<file path="src/rtl/telephony_pkg.sv">
// Shared encodings for the telephony session/transport path:
// command bus codes, control opcodes and scheduler FSM states.
package telephony_pkg;

    localparam logic [1:0] CMD_NONE  = 2'b00;
    localparam logic [1:0] CMD_CTRL  = 2'b01;
    localparam logic [1:0] CMD_AUDIO = 2'b10;

    localparam logic [7:0] OP_CALL      = 8'h01;
    localparam logic [7:0] OP_ANSWER    = 8'h02;
    localparam logic [7:0] OP_VOICEMAIL = 8'h03;
    localparam logic [7:0] OP_HANGUP    = 8'h05;

    localparam logic [0:0] ST_IDLE = 1'b0;
    localparam logic [0:0] ST_GAP  = 1'b1;

endpackage

</file>
<file path="src/rtl/ctrl_fifo.sv">
// Synchronous first-word-fall-through FIFO for control packets;
// the head word is visible on dout whenever the FIFO is non-empty.
module ctrl_fifo #(
    parameter int DEPTH = 4,
    parameter int WIDTH = 16
) (
    input  logic                       clk,
    input  logic                       reset,
    input  logic                       push,
    input  logic [WIDTH-1:0]           din,
    input  logic                       pop,
    output logic [WIDTH-1:0]           dout,
    output logic                       full,
    output logic                       empty,
    output logic [$clog2(DEPTH):0]     count
);

    localparam int AW = $clog2(DEPTH);
    localparam int CW = AW + 1;

    logic [WIDTH-1:0] mem [DEPTH];
    logic [AW-1:0]    wr_ptr;
    logic [AW-1:0]    rd_ptr;
    logic             do_push;
    logic             do_pop;

    assign full    = (count == CW'(DEPTH));
    assign empty   = (count == '0);
    assign dout    = mem[rd_ptr];
    assign do_pop  = pop && !empty;
    // A pop frees the slot in the same cycle, so push-while-full succeeds then.
    assign do_push = push && (!full || do_pop);

    always_ff @(posedge clk) begin
        if (do_push) begin
            mem[wr_ptr] <= din;
        end
    end

    always_ff @(posedge clk) begin
        if (reset) begin
            wr_ptr <= '0;
            rd_ptr <= '0;
            count  <= '0;
        end else begin
            if (do_push) begin
                wr_ptr <= wr_ptr + 1'b1;
            end
            if (do_pop) begin
                rd_ptr <= rd_ptr + 1'b1;
            end
            case ({do_push, do_pop})
                2'b10:   count <= count + 1'b1;
                2'b01:   count <= count - 1'b1;
                default: count <= count;
            endcase
        end
    end

endmodule

</file>
<file path="src/rtl/tx_scheduler.sv">
// Owns the outgoing packet path: queues control packets, holds one audio
// word, and issues one packet per two cycles with bounded audio starvation.
module tx_scheduler
    import telephony_pkg::*;
#(
    parameter int CTRL_DEPTH = 4,
    parameter int STARVE_MAX = 2
) (
    input  logic        clk,
    input  logic        reset,
    input  logic [1:0]  sess_cmd,
    input  logic [15:0] sess_data,
    input  logic        transport_busy,
    output logic [1:0]  tx_cmd,
    output logic [15:0] tx_data,
    output logic        sched_busy,
    output logic [7:0]  ctrl_drops,
    output logic [7:0]  audio_drops
);

    localparam int CW = $clog2(CTRL_DEPTH) + 1;
    localparam int SW = $clog2(STARVE_MAX + 1);

    logic [0:0]    state;
    logic          audio_full;
    logic [15:0]   audio_data;
    logic [SW-1:0] starve_cnt;

    logic          fifo_full;
    logic          fifo_empty;
    logic [CW-1:0] fifo_count;
    logic [15:0]   fifo_dout;

    logic ctrl_push;
    logic issue;
    logic pick_audio;
    logic audio_issue;
    logic ctrl_issue;

    assign ctrl_push   = (sess_cmd == CMD_CTRL);
    assign issue       = (state == ST_IDLE) && !transport_busy && (!fifo_empty || audio_full);
    // Audio wins when it is the only thing pending or control has starved it long enough.
    assign pick_audio  = audio_full && (fifo_empty || starve_cnt == SW'(STARVE_MAX));
    assign audio_issue = issue && pick_audio;
    assign ctrl_issue  = issue && !pick_audio;
    assign sched_busy  = audio_full || (fifo_count >= CW'(CTRL_DEPTH - 1));

    ctrl_fifo #(
        .DEPTH (CTRL_DEPTH),
        .WIDTH (16)
    ) u_ctrl_fifo (
        .clk   (clk),
        .reset (reset),
        .push  (ctrl_push),
        .din   (sess_data),
        .pop   (ctrl_issue),
        .dout  (fifo_dout),
        .full  (fifo_full),
        .empty (fifo_empty),
        .count (fifo_count)
    );

    always_ff @(posedge clk) begin
        if (reset) begin
            state       <= ST_IDLE;
            audio_full  <= 1'b0;
            audio_data  <= '0;
            starve_cnt  <= '0;
            tx_cmd      <= CMD_NONE;
            tx_data     <= '0;
            ctrl_drops  <= '0;
            audio_drops <= '0;
        end else begin
            tx_cmd  <= CMD_NONE;
            tx_data <= '0;

            case (state)
                ST_IDLE: if (issue) state <= ST_GAP;
                default: state <= ST_IDLE;
            endcase

            if (issue) begin
                tx_cmd  <= pick_audio ? CMD_AUDIO : CMD_CTRL;
                tx_data <= pick_audio ? audio_data : fifo_dout;
            end

            if (sess_cmd == CMD_AUDIO) begin
                audio_data <= sess_data;
                audio_full <= 1'b1;
                if (audio_full && !audio_issue && audio_drops != '1) begin
                    audio_drops <= audio_drops + 1'b1;
                end
            end else if (audio_issue) begin
                audio_full <= 1'b0;
            end

            if (ctrl_push && fifo_full && !ctrl_issue && ctrl_drops != '1) begin
                ctrl_drops <= ctrl_drops + 1'b1;
            end

            if (!audio_full || audio_issue) begin
                starve_cnt <= '0;
            end else if (ctrl_issue) begin
                starve_cnt <= starve_cnt + 1'b1;
            end
        end
    end

endmodule

</file>
<file path="config.mk">
export PLATFORM = sky130hd
export DESIGN_NAME = tx_scheduler
export DESIGN_NICKNAME = d
export VERILOG_FILES = /design/src/rtl/telephony_pkg.sv /design/src/rtl/ctrl_fifo.sv /design/src/rtl/tx_scheduler.sv
export SDC_FILE = /design/constraint.sdc
export NUM_CORES = 1
export LEC_CHECK = 0
export ABC_CLOCK_PERIOD_IN_PS = 3700
export BUFFER_PORTS_ARGS = -buffer_cell sky130_fd_sc_hd__buf_2
export CAP_MARGIN = 20
export CORE_UTILIZATION = 58
export CTS_CLUSTER_SIZE = 30
export DETAILED_ROUTE_END_ITERATION = 8
export PLACE_DENSITY = 0.78
export RECOVER_POWER = 25
export SETUP_SLACK_MARGIN = 0.4
export SLEW_MARGIN = 20
export SYNTH_ARGS = -nofsm -noshare
export SYNTH_HDL_FRONTEND = slang
export SYNTH_SLANG_ARGS = --single-unit
</file>
<file path="constraint.sdc">
create_clock -name clk -period 3.7 [get_ports clk]
set_input_delay 0.37 -clock clk [delete_from_list [all_inputs] [get_ports clk]]
set_output_delay 0.37 -clock clk [all_outputs]
set_load 0.01 [all_outputs]
</file>
==> results of run 1 <==
## cell families (layout without fill, tap and decap cells)
kind of cell | after synthesis | after routing | synth area share, %
muxes | 19 | 19 | 7.888
DFF | 127 | 127 | 63.90
and+or+nand+nor | 95 | 95 | 10.65
adders and majority gates | 9 | 9 | 2.412
buffers and inverters | 30 | 100 | 3.718
xor gates and xnor gates | 6 | 6 | 1.055
AOI/OAI and AO/OA | 72 | 72 | 10.37
## cell usage after synthesis (all sizes together) (6+ instances only)
cell type  count
o21ai          7
a21oi         30
clkbuf         8
nand2         36
o31ai          6
inv           10
dfxtp         63
or4            7
nand3          7
nor2          18
a22o          16
ha             8
buf           12
edfxtp        64
mux4          16
## where the power goes
group	internal (uW)	switching [uW]
Clock	1090	594
Sequential	1570	104
Combinational	235	244
Total	2890	943
## path summary, 6_finish.rpt
kind	endpoint	slack, ns	cells after the start
setup reg to reg	u_ctrl_fifo.count[2]	0.89	10
hold / removal	u_ctrl_fifo.mem[2][3]	0.13	1
setup / recovery	u_ctrl_fifo.count[2]	0.89	10
hold reg to reg	audio_data[13]	0.46	2
## sequential cells by signal, indices dropped and copies added (netlist names), 2 cells and up, named ones only
name and flops:
u_ctrl_fifo.count 3, tx_data 16, audio_data 16, u_ctrl_fifo.mem 64
starve_cnt 2, tx_cmd 2, u_ctrl_fifo.rd_ptr 2, u_ctrl_fifo.wr_ptr 2
audio_drops 8, ctrl_drops 8
## metal layers
metal  vias up  track usage [%]  wire, um  share of wire [%]
met5         -                0         0                  0
met4         0            11.87       162                1.6
met3        15            6.280       668                6.8
met2       100            40.89      5162                 52
met1      1542            28.67      3855                 39
li1       1473                -         -                  -
## cells in the final DEF, fill, tap and decap left out, drive strengths merged, types with 4 or more instances in the layout
master,n
edfxtp,64
dfxtp,63
buf,44
nand2,36
clkbuf,31
a21oi,30
nor2,18
mux4,16
a22o,16
inv,13
ha,8
o21ai,7
or4,7
nand3,7
o31ai,6
clkinv,5
and2,4
o41ai,4
bufinv,4
or3,4
## cell type report
class                   count  area, um2
flip-flops and latches    127       3184
fillers                   553       2406
multi-input cells         201       1613
clock buffers              17      414.1
repair buffers             58      280.3
clock inverters            15      191.4
well taps                 105      131.4
inverters                  10      37.54
## per-stage QoR
| step | setup slack (ns) | power [uW] | hold slack, ns | cells |
|---|---|---|---|---|
| 2_1_floorplan | 1.086 | 2057 | 0.4339 | 358 |
| 5_1_grt | 0.7009 | 3971 | 0.1165 | 533 |
| 6_report | 0.8871 | 3838 | 0.1282 | 533 |
| 4_1_cts | 0.8868 | 3860 | 0.08249 | 533 |
| 3_5_place_dp | 0.9068 | 2178 | 0.4465 | 501 |
| 3_3_place_gp | 0.9895 | 2157 | 0.4409 | 501 |
==> impl_metrics.env, run 1 <==
export IMPL_result_of_the_run="finished clean"
export IMPL_arrival_ns=3.25
export IMPL_path_clk_slew_ns=0.06
export IMPL_share_of_layout_cells_above_drive_strength_1_pct=25.00
export IMPL_grt_first_pass_wirelength_um=15610
export IMPL_drt_pass1_iter_count=4
export IMPL_route_antenna_remaining_nets=0
export IMPL_synth_cells=358
export IMPL_antennaDiodeCount=0
export IMPL_regToRegStartpoint="starve_cnt[0]"
export IMPL_timing_final_crit_share_pct=76.02
export IMPL_area_growth_syn_to_layout_pct=17.48
export IMPL_dpl_hpwl_um=5721
export IMPL_crit_path_end_kind="flop"
export IMPL_finalSetupViolCount=0
export IMPL_ctsHoldBuffers=0
export IMPL_critical_path_cell_chain="inv_1 > ha_1 > a211o_2 > nor2_1 > ha_1 > inv_1 > fa_1 > xor2_1 > or3_2 > a21oi_1"
export IMPL_grt_start_max_net_pins=30
export IMPL_leakagePower_uw=0.002100
export IMPL_worst_path_dominant_cell_family="adder cells"
export IMPL_final_core_utilization_pct=70.86
export IMPL_yosys_warnings=0
export IMPL_initial_util_pct=60.32
export IMPL_finClkSkew_ns=0.005676
export IMPL_route_detailed_vias_per_inst=5.872
export IMPL_period_minus_slack_ns=2.813
export IMPL_fmax_mhz=355.5
export IMPL_rsz0062_at_grt="no"
export IMPL_yosys_cell_types_count=51
export IMPL_max_cap_violations=0
export IMPL_power_ir_vdd_worst_mv=0.3970
export IMPL_core_mm2=0.008258
export IMPL_num_rows=33
export IMPL_p_per_area_mw_per_mm2=655.8
export IMPL_i_o_pin_cnt=56
export IMPL_die_w_um=94.67
export IMPL_antenna_found_initial=0
export IMPL_syn_nets=388
export IMPL_clock_tree_root_cell="sky130_fd_sc_hd__clkbuf_8"
export IMPL_gp_congestion=0.7603
export IMPL_synth_seq_area_share_pct=63.90
export IMPL_totalWireLength_um=9848
export IMPL_ys_flop_type="sky130_fd_sc_hd__edfxtp_1"
export IMPL_dr_first_iter_drc_count=225
export IMPL_total_global_route_track_usage_pct=24.19
export IMPL_avgRoutedWirePerCell_um=18.48
export IMPL_place_port_buffers=55
export IMPL_grt_remaining_overflow=0
export IMPL_postCtsSetupRepairBufs=0
export IMPL_ctsResizeCount=0
export IMPL_fin_area_mm2=0.005852
export IMPL_dieHeight_um=94.67
export IMPL_worst_setup_path_start_kind="flop"
export IMPL_clock_network_latency_to_the_later_pin_of_the_worst_skew_pair_ns=0.50
export IMPL_number_of_enable_type_register_cells_in_the_synthesized_netlist=64
export IMPL_clockBufferDepth=2
export IMPL_dr_total_vias=3130
export IMPL_report_final_hold_viol_count=0
export IMPL_startpoint="starve_cnt[0]"
export IMPL_totalNegativeSetupSlack_ns=0
export IMPL_dpl_cell_area_mm2=0.005263
export IMPL_cts_buffers=17
export IMPL_path_max_fanout=5
export IMPL_synth_top_area_cell="sky130_fd_sc_hd__edfxtp_1"
export IMPL_grt_pass1_vias=3065
export IMPL_critPathBufInv=2
export IMPL_die_area_mm2=0.008962
export IMPL_cts_tree="done"
export IMPL_worst_setup_path_type="reg2reg"
export IMPL_synth_ff_latch_count=127
export IMPL_clock_sinks=127
export IMPL_layout_nets=445
export IMPL_hp_start="sess_data[3]"
export IMPL_htree_levels=4
export IMPL_hp_class="in2reg"
export IMPL_max_stage_delay_ns=0.40
export IMPL_max_slew_margin_rel_pct=36.34
export IMPL_timing_critical_path_required_ns=4.14
export IMPL_detail_route_drc_violations=0
export IMPL_postSynth_asyncResetShare_pct=0
export IMPL_synth_top_cells_by_area="sky130_fd_sc_hd__edfxtp_1, sky130_fd_sc_hd__dfxtp_1, sky130_fd_sc_hd__mux4_2, sky130_fd_sc_hd__a21oi_1, sky130_fd_sc_hd__a22o_1"
export IMPL_avgSynthCellArea_um2=13.91
export IMPL_netlist_area_leader_share_pct=38.58
export IMPL_worst_slew_pin_transition_ns=0.9550
export IMPL_syn_cell_area_mm2=0.004981
export IMPL_worst_path_slowest_cell="sky130_fd_sc_hd__or3_2"
export IMPL_finalMaxSlewViolations=0
(Power assumes the default switching activity.)
==> inputs of run 2 (changes only) <==
--- a/config.mk
+++ b/config.mk
@@ -5,7 +5,8 @@
 export SDC_FILE = /design/constraint.sdc
 export NUM_CORES = 1
 export LEC_CHECK = 0
-export ABC_CLOCK_PERIOD_IN_PS = 3700
+export ABC_AREA = 1
+export ABC_CLOCK_PERIOD_IN_PS = 2800
 export BUFFER_PORTS_ARGS = -buffer_cell sky130_fd_sc_hd__buf_2
 export CAP_MARGIN = 20
 export CORE_UTILIZATION = 58
==> constraint.sdc (replaced) <==
create_clock -name clk -period 2.8 [get_ports clk]
set_input_delay 0.28 -clock clk [delete_from_list [all_inputs] [get_ports clk]]
set_output_delay 0.28 -clock clk [all_outputs]
set_load 0.01 [all_outputs]
==> run 2 against run 1 <==
  * Utilization increased by 3.8 points
  * First-iteration DRC count increased by 2.7%
  * Non-clock buffer count increased by 27
  * Design area increased by 5.9%
  * Flip-flop and latch count unchanged
  * Sequential power increased by 26%
  * Via count increased by 24%
  * Critical path type unchanged
  * Critical endpoint unchanged
==> impl_metrics.env, run 2 <==
export IMPL_finalSetupViolCount=0
export IMPL_num_rows=33
export IMPL_period_minus_slack_ns=2.334
export IMPL_synth_top_family_by_area="simple AND/OR/NAND/NOR gates"
export IMPL_synth_cells=487
export IMPL_rsz0062_at_grt="no"
export IMPL_cts_tree="done"
export IMPL_finalMaxSlewViolations=0
export IMPL_grt_start_max_net_pins=34
export IMPL_yosys_cell_count_top_type="sky130_fd_sc_hd__nor2_1"
export IMPL_path_max_fanout=4
export IMPL_grt_first_pass_wirelength_um=17140
export IMPL_synth_area_in_compound_gates_pct=13.17
export IMPL_biggest_register="u_ctrl_fifo.mem"
export IMPL_post_synth_fa_ha_maj_area_fraction_pct=2.389
export IMPL_grt_remaining_overflow=0
export IMPL_initial_util_pct=60.58
export IMPL_crit_path_end_kind="flop"
export IMPL_cts_buffers=17
export IMPL_yosys_cell_types_count=32
export IMPL_totalWireLength_um=10910
export IMPL_power_ir_vdd_worst_mv=0.5573
export IMPL_die_w_um=95.10
export IMPL_postSynth_asyncResetShare_pct=0
export IMPL_dr_total_vias=3875
export IMPL_clockBufferDepth=2
export IMPL_yosys_top_cells_count="sky130_fd_sc_hd__nor2_1, sky130_fd_sc_hd__edfxtp_1, sky130_fd_sc_hd__dfxtp_1"
export IMPL_dieHeight_um=95.10
export IMPL_netlist_area_leader_share_pct=38.23
export IMPL_leakagePower_uw=0.002422
export IMPL_route_detailed_vias_per_inst=5.600
export IMPL_post_synth_and_or_nand_nor_area_fraction_pct=15.16
export IMPL_hp_class="in2reg"
export IMPL_antennaDiodeCount=0
export IMPL_p_per_area_mw_per_mm2=800.9
export IMPL_layout_nets=604
export IMPL_route_antenna_remaining_nets=0
export IMPL_share_of_layout_cells_above_drive_strength_1_pct=18.23
export IMPL_synth_top_cells_by_area="sky130_fd_sc_hd__edfxtp_1, sky130_fd_sc_hd__dfxtp_1, sky130_fd_sc_hd__nor2_1, sky130_fd_sc_hd__o21ai_0, sky130_fd_sc_hd__nand2_1"
export IMPL_max_slew_margin_rel_pct=38.68
export IMPL_worst_slew_pin_transition_ns=0.9188
export IMPL_gp_congestion=0.9190
export IMPL_path_clk_slew_ns=0.06
export IMPL_avgRoutedWirePerCell_um=15.76
export IMPL_number_of_enable_type_register_cells_in_the_synthesized_netlist=64
export IMPL_synth_ff_latch_count=127
export IMPL_synthesized_area_fraction_occupied_by_xor_and_xnor_cells_pct=1.394
export IMPL_synth_top_area_cell="sky130_fd_sc_hd__edfxtp_1"
export IMPL_clock_tree_root_cell="sky130_fd_sc_hd__clkbuf_8"
export IMPL_timing_critical_path_required_ns=3.21
export IMPL_avgSynthCellArea_um2=10.32
export IMPL_dr_first_iter_drc_count=231
export IMPL_mostFrequentLayoutCells="sky130_fd_sc_hd__nor2_1, sky130_fd_sc_hd__edfxtp_1, sky130_fd_sc_hd__dfxtp_1"
export IMPL_timing_final_crit_share_pct=83.36
export IMPL_die_area_mm2=0.009044
export IMPL_synth_area_mux_share_pct=0
export IMPL_detail_route_drc_violations=0
export IMPL_report_final_hold_viol_count=0
export IMPL_totalNegativeSetupSlack_ns=0
export IMPL_drt_pass1_iter_count=5
export IMPL_core_mm2=0.008299
export IMPL_arrival_ns=2.74
export IMPL_result_of_the_run="finished clean"
export IMPL_top_regs="u_ctrl_fifo.mem: 64 flops, audio_data: 16 flops, tx_data: 16 flops"
export IMPL_worst_setup_path_start_kind="flop"
export IMPL_clock_sinks=127
export IMPL_i_o_pin_cnt=56
export IMPL_htree_levels=4
export IMPL_synth_seq_area_share_pct=63.32
export IMPL_fmax_mhz=428.4
export IMPL_dpl_hpwl_um=6207
export IMPL_layout_commonest_cell="sky130_fd_sc_hd__nor2_1"
export IMPL_total_global_route_track_usage_pct=25.50
export IMPL_yosys_warnings=0
export IMPL_max_cap_violations=0
export IMPL_place_port_buffers=55
export IMPL_syn_cell_area_mm2=0.005027
export IMPL_grt_pass1_vias=3617
export IMPL_antenna_found_initial=0
export IMPL_clock_network_latency_to_the_later_pin_of_the_worst_skew_pair_ns=0.52
export IMPL_worst_setup_path_type="reg2reg"
export IMPL_syn_nets=517
export IMPL_final_core_utilization_pct=74.67
export IMPL_ys_flop_type="sky130_fd_sc_hd__edfxtp_1"
export IMPL_area_growth_syn_to_layout_pct=23.27
export IMPL_finClkSkew_ns=0.007642
export IMPL_largest_register_ffs=64
[run 2: cell types whose count changed after synthesis, sizes merged, moves of 7 or more]
cell and change:
nand4 +11, buf -9, o22ai +16, nand2 +15, mux4 -16, or4 -7
inv +25, o21ai +51, nor2 +75
[run 2: cell type report]
class	instances	area (um2)
well taps	105	131.4
multi-input cells	306	1624
clock buffers	19	431.7
fillers	538	2102
inverters	37	143.9
flip-flops and latches	127	3183
clock inverters	13	162.7
repair buffers	85	520.5
[run 2: what timing repair did]
action	4_1_cts	5_1_grt
buffers inserted	0	6
setup endpoints to repair	1	2
endpoints found under the hold margin	53	0
resized for setup	1	7
pin swaps	0	2
hold buffers	14	0
[run 2: worst paths after layout]
kind,start,endpoint,slack (ns),depth (start not counted)
worst min-delay path,sess_data[13],u_ctrl_fifo.mem[0][13],0.09,1
worst max-delay path,starve_cnt[0],u_ctrl_fifo.count[2],0.47,13
worst min register to register,audio_data[0],audio_data[0],0.46,2
worst max register to register,starve_cnt[0],u_ctrl_fifo.count[2],0.47,13
[run 2: logic make-up (layout without fill, tap and decap cells)]
kind of cell	Yosys count	in the layout
AO/OA/AOI/OAI	115	115
flip-flops	127	127
AND/OR/NAND/NOR	174	174
adder cells (fa/ha/maj)	9	9
buffers and inverters	54	154
XOR/XNOR	8	8
[run 2: routing by layer]
metal,part of all wire [%],track usage (%),vias up
li1,-,-,1862
met1,42,31.45,1846
met2,50,42.50,146
met3,6.0,6.300,21
met4,1.8,10.98,0
met5,0,0,-
[run 2: critical path, cell delays in order, from the launching register on]
cell	delay (ns)
sky130_fd_sc_hd__dfxtp_1	0.32
sky130_fd_sc_hd__inv_1	0.08
sky130_fd_sc_hd__ha_1	0.19
sky130_fd_sc_hd__inv_1	0.08
sky130_fd_sc_hd__o211ai_2	0.26
sky130_fd_sc_hd__nand3_2	0.15
sky130_fd_sc_hd__nand2_2	0.14
sky130_fd_sc_hd__ha_1	0.17
sky130_fd_sc_hd__inv_2	0.06
sky130_fd_sc_hd__fa_2	0.34
sky130_fd_sc_hd__a21oi_1	0.14
sky130_fd_sc_hd__o21ai_1	0.10
sky130_fd_sc_hd__o21ai_1	0.15
sky130_fd_sc_hd__a21oi_1	0.05
[run 2: through the flow]
stage	instance area (um2)	worst slack, ns	instances	total power (uW)	hold WS [ns]
floorplan	5027	0.6801	487	2556	0.3491
global placement	5419	0.5536	640	2708	0.4348
detailed placement	5419	0.4156	640	2735	0.4452
CTS	6156	0.4162	686	4921	0.003591
global route	6197	0.3737	692	5130	0.09690
finish	6197	0.4660	692	4963	0.08823
[run 2: power by group]
group          internal, uW  switching, uW
Clock                  1380            813
Combinational           234            434
Sequential             2060           46.8
Total                  3670           1290
